--- config.mk ---
export PLATFORM = sky130hd
export DESIGN_NAME = inst_fetch_unit
export DESIGN_NICKNAME = d
export VERILOG_FILES = /design/src/rtl/fetch_pkg.sv /design/src/rtl/inst_fetch_unit.sv
export SDC_FILE = /design/constraint.sdc
export NUM_CORES = 1
export LEC_CHECK = 0
export CAP_MARGIN = 10
export CORE_AREA = 5 5 93 130
export CTS_CLUSTER_SIZE = 20
export DETAILED_ROUTE_END_ITERATION = 8
export DIE_AREA = 0 0 98 135
export HOLD_SLACK_MARGIN = 0.1
export PLACE_DENSITY = 0.8
export SYNTH_ARGS = -nofsm -noshare
export SYNTH_HDL_FRONTEND = slang
export SYNTH_SLANG_ARGS = --single-unit
--- constraint.sdc ---
create_clock -name clk -period 3.86 [get_ports clk]
set_clock_uncertainty 0.2 [all_clocks]
set_input_delay 1.158 -clock clk [delete_from_list [all_inputs] [get_ports clk]]
set_output_delay 1.158 -clock clk [all_outputs]
set_load 0.01 [all_outputs]
--- src/rtl/fetch_pkg.sv ---
// fetch_pkg: shared definitions for the instruction fetch front end.
//   fetchState_e  - bus transaction state of the fetch unit
//   RESET_PC_DEF  - default boot PC
//   NOP_WORD      - instruction word presented for a faulting PC
package fetch_pkg;

  typedef enum logic [1:0] {
    REQ    = 2'd0,  // request not yet accepted
    WAIT   = 2'd1,  // accepted, awaiting data
    HOLD   = 2'd2,  // data buffered while the pipeline is stalled
    CANCEL = 2'd3   // outstanding response will be discarded
  } fetchState_e;

  localparam logic [31:0] RESET_PC_DEF = 32'hBFC0_0000;
  localparam logic [31:0] NOP_WORD     = 32'h0000_0000;

endpackage

--- src/rtl/inst_fetch_unit.sv ---
// inst_fetch_unit: PC generation and instruction fetch over an SRAM-like bus
// with at most one outstanding request.
// Ports:
//   clk, rst                 - clock, synchronous active-high reset
//   stallF                   - fetch output not accepted this cycle
//   redirect_exc/_exc_pc     - exception/eret redirect (highest priority)
//   redirect_br/_br_pc       - branch/jump redirect
//   inst_req, inst_addr      - bus request and address (address = PC)
//   inst_addr_ok             - address accepted
//   inst_data_ok, inst_rdata - read data valid / data
//   validF, instrF, pcF      - deliverable instruction, its word and PC
//   pc_errorF                - delivered PC is misaligned (instrF is a nop)
module inst_fetch_unit
  import fetch_pkg::*;
#(
  parameter int                ADDR_W   = 32,
  parameter logic [ADDR_W-1:0] RESET_PC = ADDR_W'(RESET_PC_DEF)
) (
  input  logic              clk,
  input  logic              rst,
  input  logic              stallF,
  input  logic              redirect_exc,
  input  logic [ADDR_W-1:0] redirect_exc_pc,
  input  logic              redirect_br,
  input  logic [ADDR_W-1:0] redirect_br_pc,
  output logic              inst_req,
  output logic [ADDR_W-1:0] inst_addr,
  input  logic              inst_addr_ok,
  input  logic              inst_data_ok,
  input  logic [31:0]       inst_rdata,
  output logic              validF,
  output logic [31:0]       instrF,
  output logic [ADDR_W-1:0] pcF,
  output logic              pc_errorF
);

  fetchState_e       state, stateNext;
  logic [ADDR_W-1:0] pc, pcNext, pcInc, redirTgt;
  logic [31:0]       instBuf;
  logic              bufLoad, misaligned, redir, reqAccepted;
  logic              validRaw, errRaw;
  logic [31:0]       instrRaw;

  assign misaligned  = pc[1:0] != 2'b00;
  assign redir       = redirect_exc | redirect_br;
  assign redirTgt    = redirect_exc ? redirect_exc_pc : redirect_br_pc;
  assign pcInc       = pc + ADDR_W'(4);

  // Request depends only on state/pc, never on read data.
  assign inst_req    = (state == REQ) & ~rst & ~misaligned;
  assign inst_addr   = pc;
  assign reqAccepted = inst_req & inst_addr_ok;

  always_comb begin
    stateNext = state;
    pcNext    = pc;
    bufLoad   = 1'b0;
    validRaw  = 1'b0;
    errRaw    = 1'b0;
    instrRaw  = NOP_WORD;
    case (state)
      REQ: begin
        if (misaligned) begin
          // Faulting PC: no bus access, deliver a nop tagged with the error.
          validRaw = 1'b1;
          errRaw   = 1'b1;
          if (redir)        pcNext = redirTgt;
          else if (!stallF) pcNext = pcInc;
        end else if (reqAccepted) begin
          stateNext = redir ? CANCEL : WAIT;
          if (redir) pcNext = redirTgt;
        end else if (redir) begin
          pcNext = redirTgt;
        end
      end
      WAIT: begin
        if (inst_data_ok) begin
          validRaw = 1'b1;
          instrRaw = inst_rdata;
          if (redir) begin
            pcNext    = redirTgt;
            stateNext = REQ;
          end else if (!stallF) begin
            pcNext    = pcInc;
            stateNext = REQ;
          end else begin
            bufLoad   = 1'b1;
            stateNext = HOLD;
          end
        end else if (redir) begin
          pcNext    = redirTgt;
          stateNext = CANCEL;
        end
      end
      HOLD: begin
        validRaw = 1'b1;
        instrRaw = instBuf;
        if (redir) begin
          pcNext    = redirTgt;
          stateNext = REQ;
        end else if (!stallF) begin
          pcNext    = pcInc;
          stateNext = REQ;
        end
      end
      CANCEL: begin
        if (redir)        pcNext    = redirTgt;
        if (inst_data_ok) stateNext = REQ;
      end
      default: stateNext = REQ;
    endcase
  end

  // A redirect (or reset) kills whatever is being delivered this cycle.
  assign validF    = validRaw & ~redir & ~rst;
  assign pc_errorF = errRaw & validF;
  assign instrF    = validF ? instrRaw : NOP_WORD;
  assign pcF       = pc;

  always_ff @(posedge clk) begin
    if (rst) begin
      pc <= RESET_PC;
      // Remember a transaction still in flight so its late response is
      // swallowed. A response arriving in the reset cycle itself closes it;
      // a CANCEL still waiting keeps waiting across a multi-cycle reset.
      if ((state == WAIT   && !inst_data_ok) ||
          (state == REQ    && inst_addr_ok && !misaligned) ||
          (state == CANCEL && !inst_data_ok))
        state <= CANCEL;
      else
        state <= REQ;
    end else begin
      pc    <= pcNext;
      state <= stateNext;
    end
  end

  always_ff @(posedge clk) begin
    if (rst)          instBuf <= NOP_WORD;
    else if (bufLoad) instBuf <= inst_rdata;
  end

endmodule

==> results of run 1 <==
[worst min-delay path, cell delays in order, from the launching register on]
cell and delay (ns):
dfxtp_1 0.30, nand2_1 0.05, a21oi_1 0.05
[routing by layer]
metal	GRT usage [%]	part of all wire, %
met3	5.68	8.1
met5	0	0
met2	44.5	52
met1	26.0	36
met4	14.8	4.4
[power by group through the flow]
| stage | clock (mW) | combinational, mW | sequential [mW] |
|---|---|---|---|
| finish | 0.802 | 1.88 | 1.07 |
| global route | 0.851 | 2.04 | 1.10 |
| CTS | 0.820 | 1.86 | 1.06 |
| detailed placement | 0 | 1.79 | 1.07 |
| global placement | 0 | 1.76 | 1.07 |
| floorplan | 0 | 1.09 | 1.05 |
[layout make-up]
type | count | area (µm²) | share of cell area [%]
Tap cell | 141 | 176 | 2.55
Sequential cell | 66 | 1340 | 19.4
Clock inverter | 3 | 40.0 | 0.579
Multi-Input combinational cell | 450 | 2780 | 40.3
Clock buffer | 13 | 250 | 3.62
Inverter | 10 | 37.5 | 0.543
Timing Repair Buffer | 231 | 2280 | 33.0
[state kept, by name, indices dropped and copies added, names as in the netlist]
signal	count
instBuf	32
inst_addr	32
state	2
[Yosys cell counts (7+ instances only)]
library cell,count
nand2_1,92
o221ai_1,9
buf_4,33
mux2i_1,8
o22ai_1,11
a211oi_1,7
a22oi_1,32
buf_2,11
a21oi_1,56
nand3_1,13
nor3_1,13
nor2_1,63
a311oi_1,8
dfxtp_1,64
o21ai_0,30
clkbuf_1,29
and3_1,7
o31ai_1,7
a31oi_1,10
inv_1,9
nor4_1,8
[worst paths after layout]
| kind | end | depth (start not counted) | slack [ns] | startpoint |
|---|---|---|---|---|
| setup / recovery | instrF[1] | 9 | -0.19 | redirect_exc |
| hold / removal | instBuf[14] | 2 | 0.26 | instBuf[14] |
| setup reg to reg | instBuf[2] | 7 | 0.93 | state[1] |
| hold reg to reg | instBuf[14] | 2 | 0.26 | instBuf[14] |
[cell families after synthesis]
logic type | count (synthesis) | synth area share [%]
flops | 66 | 30.2
buf+inv | 89 | 11.0
xor+xnor | 1 | 0.197
fa+ha+maj | 6 | 1.69
compound gates | 197 | 29.5
simple gates | 236 | 25.1
mux | 10 | 2.31
[cell usage in the layout, fill, tap and decap left out, types with 10 or more instances in the layout]
master	Yosys	layout
buf_4	33	23
dfxtp_1	64	64
nor2_1	63	38
nor3_1	13	13
nor2_4	0	20
buf_6	2	24
a22oi_1	32	32
o21ai_0	30	30
nand3_1	13	13
a31oi_1	10	10
a21oi_1	56	56
nand2_1	92	92
o22ai_1	11	11
buf_2	11	13
clkdlybuf4s50_1	0	163
[repair_timing]
action,in CTS,in global routing
resized for setup,174,41
pin swaps,35,5
endpoints found under the setup margin,34,33
cloned,3,0
setup buffers,5,1
[per-stage QoR]
| stage | utilization (%) | hold WS (ns) | total power [mW] |
|---|---|---|---|
| 2_1_floorplan | - | 0.237 | 2.14 |
| 3_3_place_gp | 59.1 | 0.243 | 2.83 |
| 3_5_place_dp | 59.1 | 0.249 | 2.86 |
| 4_1_cts | 62.8 | 0.257 | 3.75 |
| 5_1_grt | 64.2 | 0.272 | 3.98 |
| 6_report | 64.2 | 0.256 | 3.75 |
==> results.md, run 1 <==
- Status: finished with violations
- Failing checks: negative setup slack
- Max-slew headroom: 25.2%
- PortBufs: 201
- Synth Register Bits: 66
- Syn. warnings: 0
- Clock share of power: a little over a fifth
- CP max FO: 8
- # setup viols final: 29
- Final Cycle Share: 105%
- H-tree levels: 3
- Cell variety after synth: 67
- Largest cells by area after synthesis: dfxtp_1 29%, nand2_1 7.8%, a21oi_1 6.3%, buf_4 5.6%, a22oi_1 5.4%
- Die Y: between 100 and 150 µm
- Class of the worst hold path: reg -> reg
- CP Cell Sequence: buf_6 -> or2_1 -> buf_6 -> a2111oi_4 -> nand2_4 -> buf_4 -> buf_12 -> nor2_1 -> buf_2
- Share of cells above drive strength 1: between 10% and 20%
- Most used cell, CP: buf_6
- Cell leakage power: around 2.5 nW
- Post-synth EDFFs: 2
- Worst path arrival time: 2.69 ns
- Peak VDD IR: 0.000313 V
- DRT Pass-1 Iters: 5
- Crit path max-delay cell type: a2111oi_4
- Final Hold Viols: 0
- Max Freq: 247 MHz
- Comb power frac: 50.1%
- Root Driver: clkbuf_16
- DR iter-0 viols: 251
- Worst slew pin tran: roughly 1.1 ns
- Crit. End Element: output port
- WS Path Type: in -> out
- Vias per Instance: ~5.8
- Post-route DRC: 0
- Vias in the first global route: 5545
- # rows: 45
- Clk buf depth: 2
- Main synth FF type: dfxtp_1
- Pre-CTS WS: -0.763 ns
- Final ANT Viol Nets: 0
- Area of the die: 0.0132 mm²
- Register area share after synthesis: a little under a third
- Dominant cell type by area after synthesis: dfxtp_1
- Routed wire length: 16700 µm
- CTS clk-pin slew, worst paths: 0.05 ns
- WL/cell: around 18 µm
- Core area: 0.0108 mm²
- Final TNS setup: -3.60 ns
- Crit path time final: roughly 4 ns
- Worst-Skew Late Latency: 0.33 ns
- Asr flop ratio synth: 0%
- Placed inst area: 0.00635 mm²
- Detail Placement HPWL: roughly 12000 µm
- P_int: 2.24 mW
- Nets: 877
- Synth Cell Area: 0.00444 mm²
- Total clock sinks: 66
- Slew Limit Fails: 0
- Mean Syn Cell Area: around 7.3 µm²
- Worst path required time: 2.50 ns
- Num CTS Buffers: 9
- Area Overhead vs Synth: 55.6%
- Die W: 98 µm
- Worst setup slack after layout: -0.192 ns
- RSZ-0062 raised after global routing: true
- CP startpoint kind: input pin
- # Max-Cap Violations: 0
- Fillers: ~900
- WP buf/inv: 5
- DP Cell Count: 890
- Post-synth top area share: 28.9%
- PwrDens: between 500 and 600 mW/mm²
- Initial antenna violation count: 0
- Switching share of power: 40.3%
- Critical Path Max Stage Delay: 0.40 ns
- CTS Hold Bufs: 0
- Finished Cell Area: ~0.0069 mm²
- Antenna Cells: 0
- Synth Net Count: 714
- Io pins: between 200 and 250
- Crit-path leading delay family: buffers and inverters
- Total gr overflow: 0
- Cells after synthesis: slightly above 600
- Seq pwr share: 28.5%
- Global-route wire length before repair: 26700 µm
- CTS tree: done
- Vias: approximately 5300
- Sw power: 1.51 mW
- Initial core utilization: 41.3%
- GPL Wtd Cong: 0.900
- Total Routing Usage GR: 24.7%
- Largest net degree at the start of global routing: 36
- Final non-filler cell total: 914
Note: power is estimated with default switching activity, not from simulation.
==> run 2: changes to the inputs <==
--- a/config.mk
+++ b/config.mk
@@ -6,12 +6,15 @@
 export NUM_CORES = 1
 export LEC_CHECK = 0
 export CAP_MARGIN = 10
-export CORE_AREA = 5 5 93 130
+export CELL_PAD_IN_SITES_DETAIL_PLACEMENT = 1
+export CELL_PAD_IN_SITES_GLOBAL_PLACEMENT = 1
+export CORE_AREA = 5 5 111 155
 export CTS_CLUSTER_SIZE = 20
 export DETAILED_ROUTE_END_ITERATION = 8
-export DIE_AREA = 0 0 98 135
+export DIE_AREA = 0 0 116 160
 export HOLD_SLACK_MARGIN = 0.1
-export PLACE_DENSITY = 0.8
+export PLACE_DENSITY_LB_ADDON = 0.1
+export REMOVE_ABC_BUFFERS = 1
 export SYNTH_ARGS = -nofsm -noshare
 export SYNTH_HDL_FRONTEND = slang
 export SYNTH_SLANG_ARGS = --single-unit
==> results.md, run 2 (synthesis gave the netlist of run 1 again) <==
- Status: finished with violations
- Failing checks: negative setup slack
- Clk buf depth: 2
- CP startpoint kind: input pin
- # rows: 54
- Worst path required time: 2.50 ns
- Total Routing Usage GR: a little over a fifth
- WHS: 0.256 ns
- Placed inst area: ~0.0065 mm²
- Area of the die: 0.0186 mm²
- CTS tree: done
- Crit-path leading delay family: simple AND/OR/NAND/NOR gates
- Final Hold Viols: 0
- Total gr overflow: 0
- Worst-Skew Late Latency: around 0.33 ns
- Fillers: 1910
- Post-route DRC: 0
- CTS clk-pin slew, worst paths: 0.06 ns
- Max Freq: 249 MHz
- Antenna Cells: 0
- Crit path time final: 4.02 ns
- Commonest cells after routing, fill and taps aside: 163 x clkdlybuf4s50_1, 92 x nand2_1, 64 x dfxtp_1
- R2r setup slk: 1.13 ns
- Final ANT Viol Nets: 0
- CP max FO: 8
- Core area: 0.0155 mm²
- Die W: 116 µm
- Worst slew pin tran: ~0.63 ns
- CP Cell Sequence: buf_6 -> or2_4 -> a2111oi_4 -> nand2_4 -> buf_16 -> buf_6 -> nor2_4 -> buf_6
- Final Util: 45.0%
- Most common cell after layout, fill and taps aside: clkdlybuf4s50_1
- WL/cell: 20.4 µm
- H-tree levels: 3
- Io pins: about 200
- Finished Cell Area: ~0.0070 mm²
- Most used cell, CP: buf_6
- Vias per Instance: 5.46
- Peak VDD IR: 0.000243 V
- Num CTS Buffers: 9
- Slew Limit Fails: 0
- Worst setup slack after layout: -0.161 ns
- Final non-filler cell total: 978
- Crit path max-delay cell type: a2111oi_4
- GPL Wtd Cong: 0.863
- Critical Path Max Stage Delay: 0.42 ns
- PnR Total Power: 3.94 mW
- WP buf/inv: 4
- # setup viols final: 32
- Class of the worst hold path: reg -> reg
- Multi-input gate area: 0.00274 mm²
- Area Overhead vs Synth: 57.6%
- Root Driver: clkbuf_16
- DP Cell Count: 950
- FF+latch area: 0.00134 mm²
- Final Cycle Share: 104%
- Cell leakage power: about 2.5 nW
- DRT Pass-1 Iters: 4
- Routed wire length: between 15000 and 20000 µm
- Final TNS setup: -3.12 ns
- Initial antenna violation count: 0
- Die Y: approximately 160 µm
- PwrDens: 563 mW/mm²
- Vias: around 5300
- Largest net degree at the start of global routing: 36
- DR iter-0 viols: 250
- # Max-Cap Violations: 0
- Pre-CTS WS: -0.843 ns
- Worst path arrival time: 2.66 ns
- WS Path Type: in -> out
- Max-slew headroom: 57.7%
- Detail Placement HPWL: 14600 µm
- Crit. End Element: output port
- Initial core utilization: 28.6%
- RSZ-0062 raised after global routing: true
- Share of cells above drive strength 1: around 16%
- Nets: 886
- Vias in the first global route: ~5900
- PortBufs: 201
- Global-route wire length before repair: 31300 µm
- Total clock sinks: 66
## run 2: cell types whose count changed in the layout (fill, tap and decap cells not counted), moves of 2 or more
cell           delta
buf_4             +6
nor2_1            +3
buf_2             +8
clkbuf_1          -3
clkbuf_2          +2
clkinv_4          +2
nor2_2            +5
nor2_4            -8
buf_6             -6
dlygate4sd2_1     -2
## run 2: cell type report
| class | instances | share of cell area [%] |
|---|---|---|
| clock buffers | 10 | 3.41 |
| clock inverters | 6 | 1.29 |
| inverters | 10 | 0.536 |
| multi-input cells | 450 | 39.1 |
| flip-flops and latches | 66 | 19.2 |
| well taps | 196 | 3.50 |
| repair buffers | 240 | 33.0 |
## run 2: path summary, 6_finish.rpt
check | startpoint | to | cells past startpoint
setup / recovery | redirect_br | instrF[15] | 8
setup reg to reg | state[0] | inst_addr[4] | 8
hold / removal | instBuf[2] | instBuf[2] | 2
hold reg to reg | instBuf[2] | instBuf[2] | 2
## run 2: repair_timing
item,in CTS,in global routing
pin swaps,18,4
hold buffers,0,0
endpoints found under the setup margin,34,35
setup buffers,7,3
gates cloned,2,0
resized for setup,176,24
## run 2: per-layer routing
layer  GRT usage (%)  share of wire [%]  vias up  wire, µm
met5               0                  0        -         0
met4            5.38                1.6        0       323
met3            3.71                5.2       23      1040
met2            40.4                 54      161     10900
met1            23.5                 39     2630      7730
li1                -                  -     2523         -
## run 2: worst min-delay path: stages (launching register included)
cell	delay, ns
dfxtp_1	0.31
nand2_1	0.05
a21oi_1	0.05
## run 2: where the power goes
| group | internal, mW | switching, mW |
|---|---|---|
| Combinational | 0.934 | 1.04 |
| Clock | 0.584 | 0.319 |
| Sequential | 0.831 | 0.233 |
==> run 3: changes to the inputs <==
--- a/config.mk
+++ b/config.mk
@@ -15,6 +15,7 @@
 export HOLD_SLACK_MARGIN = 0.1
 export PLACE_DENSITY_LB_ADDON = 0.1
 export REMOVE_ABC_BUFFERS = 1
+export SETUP_SLACK_MARGIN = 0.1
 export SYNTH_ARGS = -nofsm -noshare
 export SYNTH_HDL_FRONTEND = slang
 export SYNTH_SLANG_ARGS = --single-unit
==> results.md, run 3 (synthesis gave the netlist of run 1 again) <==
- H-tree levels: 3
- Die W: ~120 µm
- Root Driver: clkbuf_16
- Share of cells above drive strength 1: 16.5%
- Vias per Instance: 5.51
- # rows: 54
- Total clock sinks: 66
- CTS clk-pin slew, worst paths: 0.05 ns
- Cell leakage power: 2.53 nW
- Crit path time final: 4.02 ns
- Initial core utilization: 28.6%
- Antenna Cells: 0
- Detail Placement HPWL: 14600 µm
- Comb power frac: 50.1%
- FF-to-FF End: inst_addr[24]
- Crit path from: redirect_br
- Status: finished with violations
- Global-route wire length before repair: 31300 µm
- Multi-input gate area: ~0.0027 mm²
- PortBufs: about 200
- Clock share of power: a little under a quarter
- Most used cell, CP: buf_6
- Final ANT Viol Nets: 0
- Final TNS setup: -3.07 ns
- Critical Path Max Stage Delay: 0.42 ns
- Switching share of power: 40.4%
- WL/cell: 20.5 µm
- FF+latch area: 0.00134 mm²
- P_int: between 2 and 2.5 mW
- Crit. End Element: output port
- DRT Pass-1 Iters: 4
- Io pins: 202
- DR iter-0 viols: 260
- Final Hold Viols: 0
- R2r setup slk: around 1.2 ns
- Hold Path Stages: 2
- Worst path required time: 2.50 ns
- Crit path max-delay cell type: a2111oi_4
- Vias in the first global route: ~5900
- Worst setup slack after layout: -0.160 ns
- Final Util: 45.1%
- Slew Limit Fails: 0
- Total Routing Usage GR: 21.2%
- CTS tree: done
- # Max-Cap Violations: 0
- Core area: approximately 0.016 mm²
- Seq pwr share: 27.0%
- Die Y: about 160 µm
- Max-slew headroom: roughly three fifths
- Sw power: 1.59 mW
- Worst-Skew Late Latency: 0.33 ns
- # setup viols final: 32
- Routed wire length: 20000 µm
- CP max FO: 8
- Nets: slightly below 900
- Post-route DRC: 0
- WS Path Type: in -> out
- Failing checks: negative setup slack
- CP startpoint kind: input pin
- PwrDens: 562 mW/mm²
- WHS: 0.256 ns
- CTS Hold Bufs: 0
- Initial antenna violation count: 0
- Total gr overflow: 0
- Most common cell after layout, fill and taps aside: clkdlybuf4s50_1
- Area of the die: 0.0186 mm²
- Num CTS Buffers: 9
- Fillers: 1907
- Clk buf depth: 2
- RSZ-0062 raised after global routing: true
- Area Overhead vs Synth: 57.9%
- Class of the worst hold path: reg -> reg
- CP Cell Sequence: buf_6 -> or2_4 -> a2111oi_4 -> nand2_4 -> buf_16 -> buf_6 -> nor2_4 -> buf_6
- Worst Setup EP: instrF[15]
- Final Cycle Share: 104%
- Peak VDD IR: 0.000244 V
- Placed inst area: around 0.0065 mm²
- Largest net degree at the start of global routing: 36
- R2R depth: 7
- Commonest cells after routing, fill and taps aside: 163 x clkdlybuf4s50_1, 92 x nand2_1, 64 x dfxtp_1
- GPL Wtd Cong: 0.863
- Vias: roughly 5400
- Worst r2r src: state[1]
- Worst slew pin tran: 0.602 ns
- Max Freq: 249 MHz
- Finished Cell Area: 0.00701 mm²
- Worst path arrival time: 2.66 ns
## run 3: per-stage QoR
step,instances,setup slack (ns),total power [mW]
global placement,950,-0.775,2.94
finish,978,-0.160,3.94
floorplan,526,-0.544,1.88
detailed placement,950,-0.843,3.00
CTS,975,-0.142,3.98
global route,978,-0.208,4.19
## run 3: final cells by class
cell class / instances / area share [%]
clock inverter: 6 / 1.28
sequential: 66 / 19.1
inverter: 10 / 0.535
tap: 196 / 3.50
timing repair buffer: 240 / 33.1
clock buffer: 10 / 3.41
multi-input combinational: 450 / 39.0
## run 3: per-layer routing
metal	up-vias	GRT usage, %	part of all wire (%)
met5	-	0	0
met4	0	5.44	1.6
met3	22	3.75	5.6
met2	175	40.5	55
met1	2662	23.5	38
li1	2528	-	-
## run 3: critical path: cells and delay by family
kind / cells / cell delay, ns
buffers and inverters: 4 / 0.52
and+or+nand+nor: 3 / 0.57
AOI/OAI and AO/OA: 1 / 0.42
## run 3: worst min path at each step
stage | slack, ns | start | end
after floorplan | 0.23 | instBuf[0] | instBuf[0]
after global placement | 0.24 | instBuf[30] | instBuf[30]
after detailed placement | 0.25 | instBuf[31] | instBuf[31]
after CTS | 0.26 | instBuf[31] | instBuf[31]
after global routing | 0.28 | instBuf[1] | instBuf[1]
final | 0.26 | instBuf[1] | instBuf[1]
## run 3: power by group through the flow
stage	Clock [mW]	Combinational (mW)	Sequential [mW]
2_1_floorplan	0	0.756	1.12
3_3_place_gp	0	1.87	1.07
3_5_place_dp	0	1.92	1.08
4_1_cts	0.927	1.98	1.07
5_1_grt	0.959	2.13	1.10
6_report	0.905	1.98	1.06
## run 3: repair_timing
action                                  CTS  global route
endpoints found under the setup margin   35            35
buffers inserted                          7             3
pin swaps                                18             4
gates resized for setup                 180            24
gates cloned                              2             0
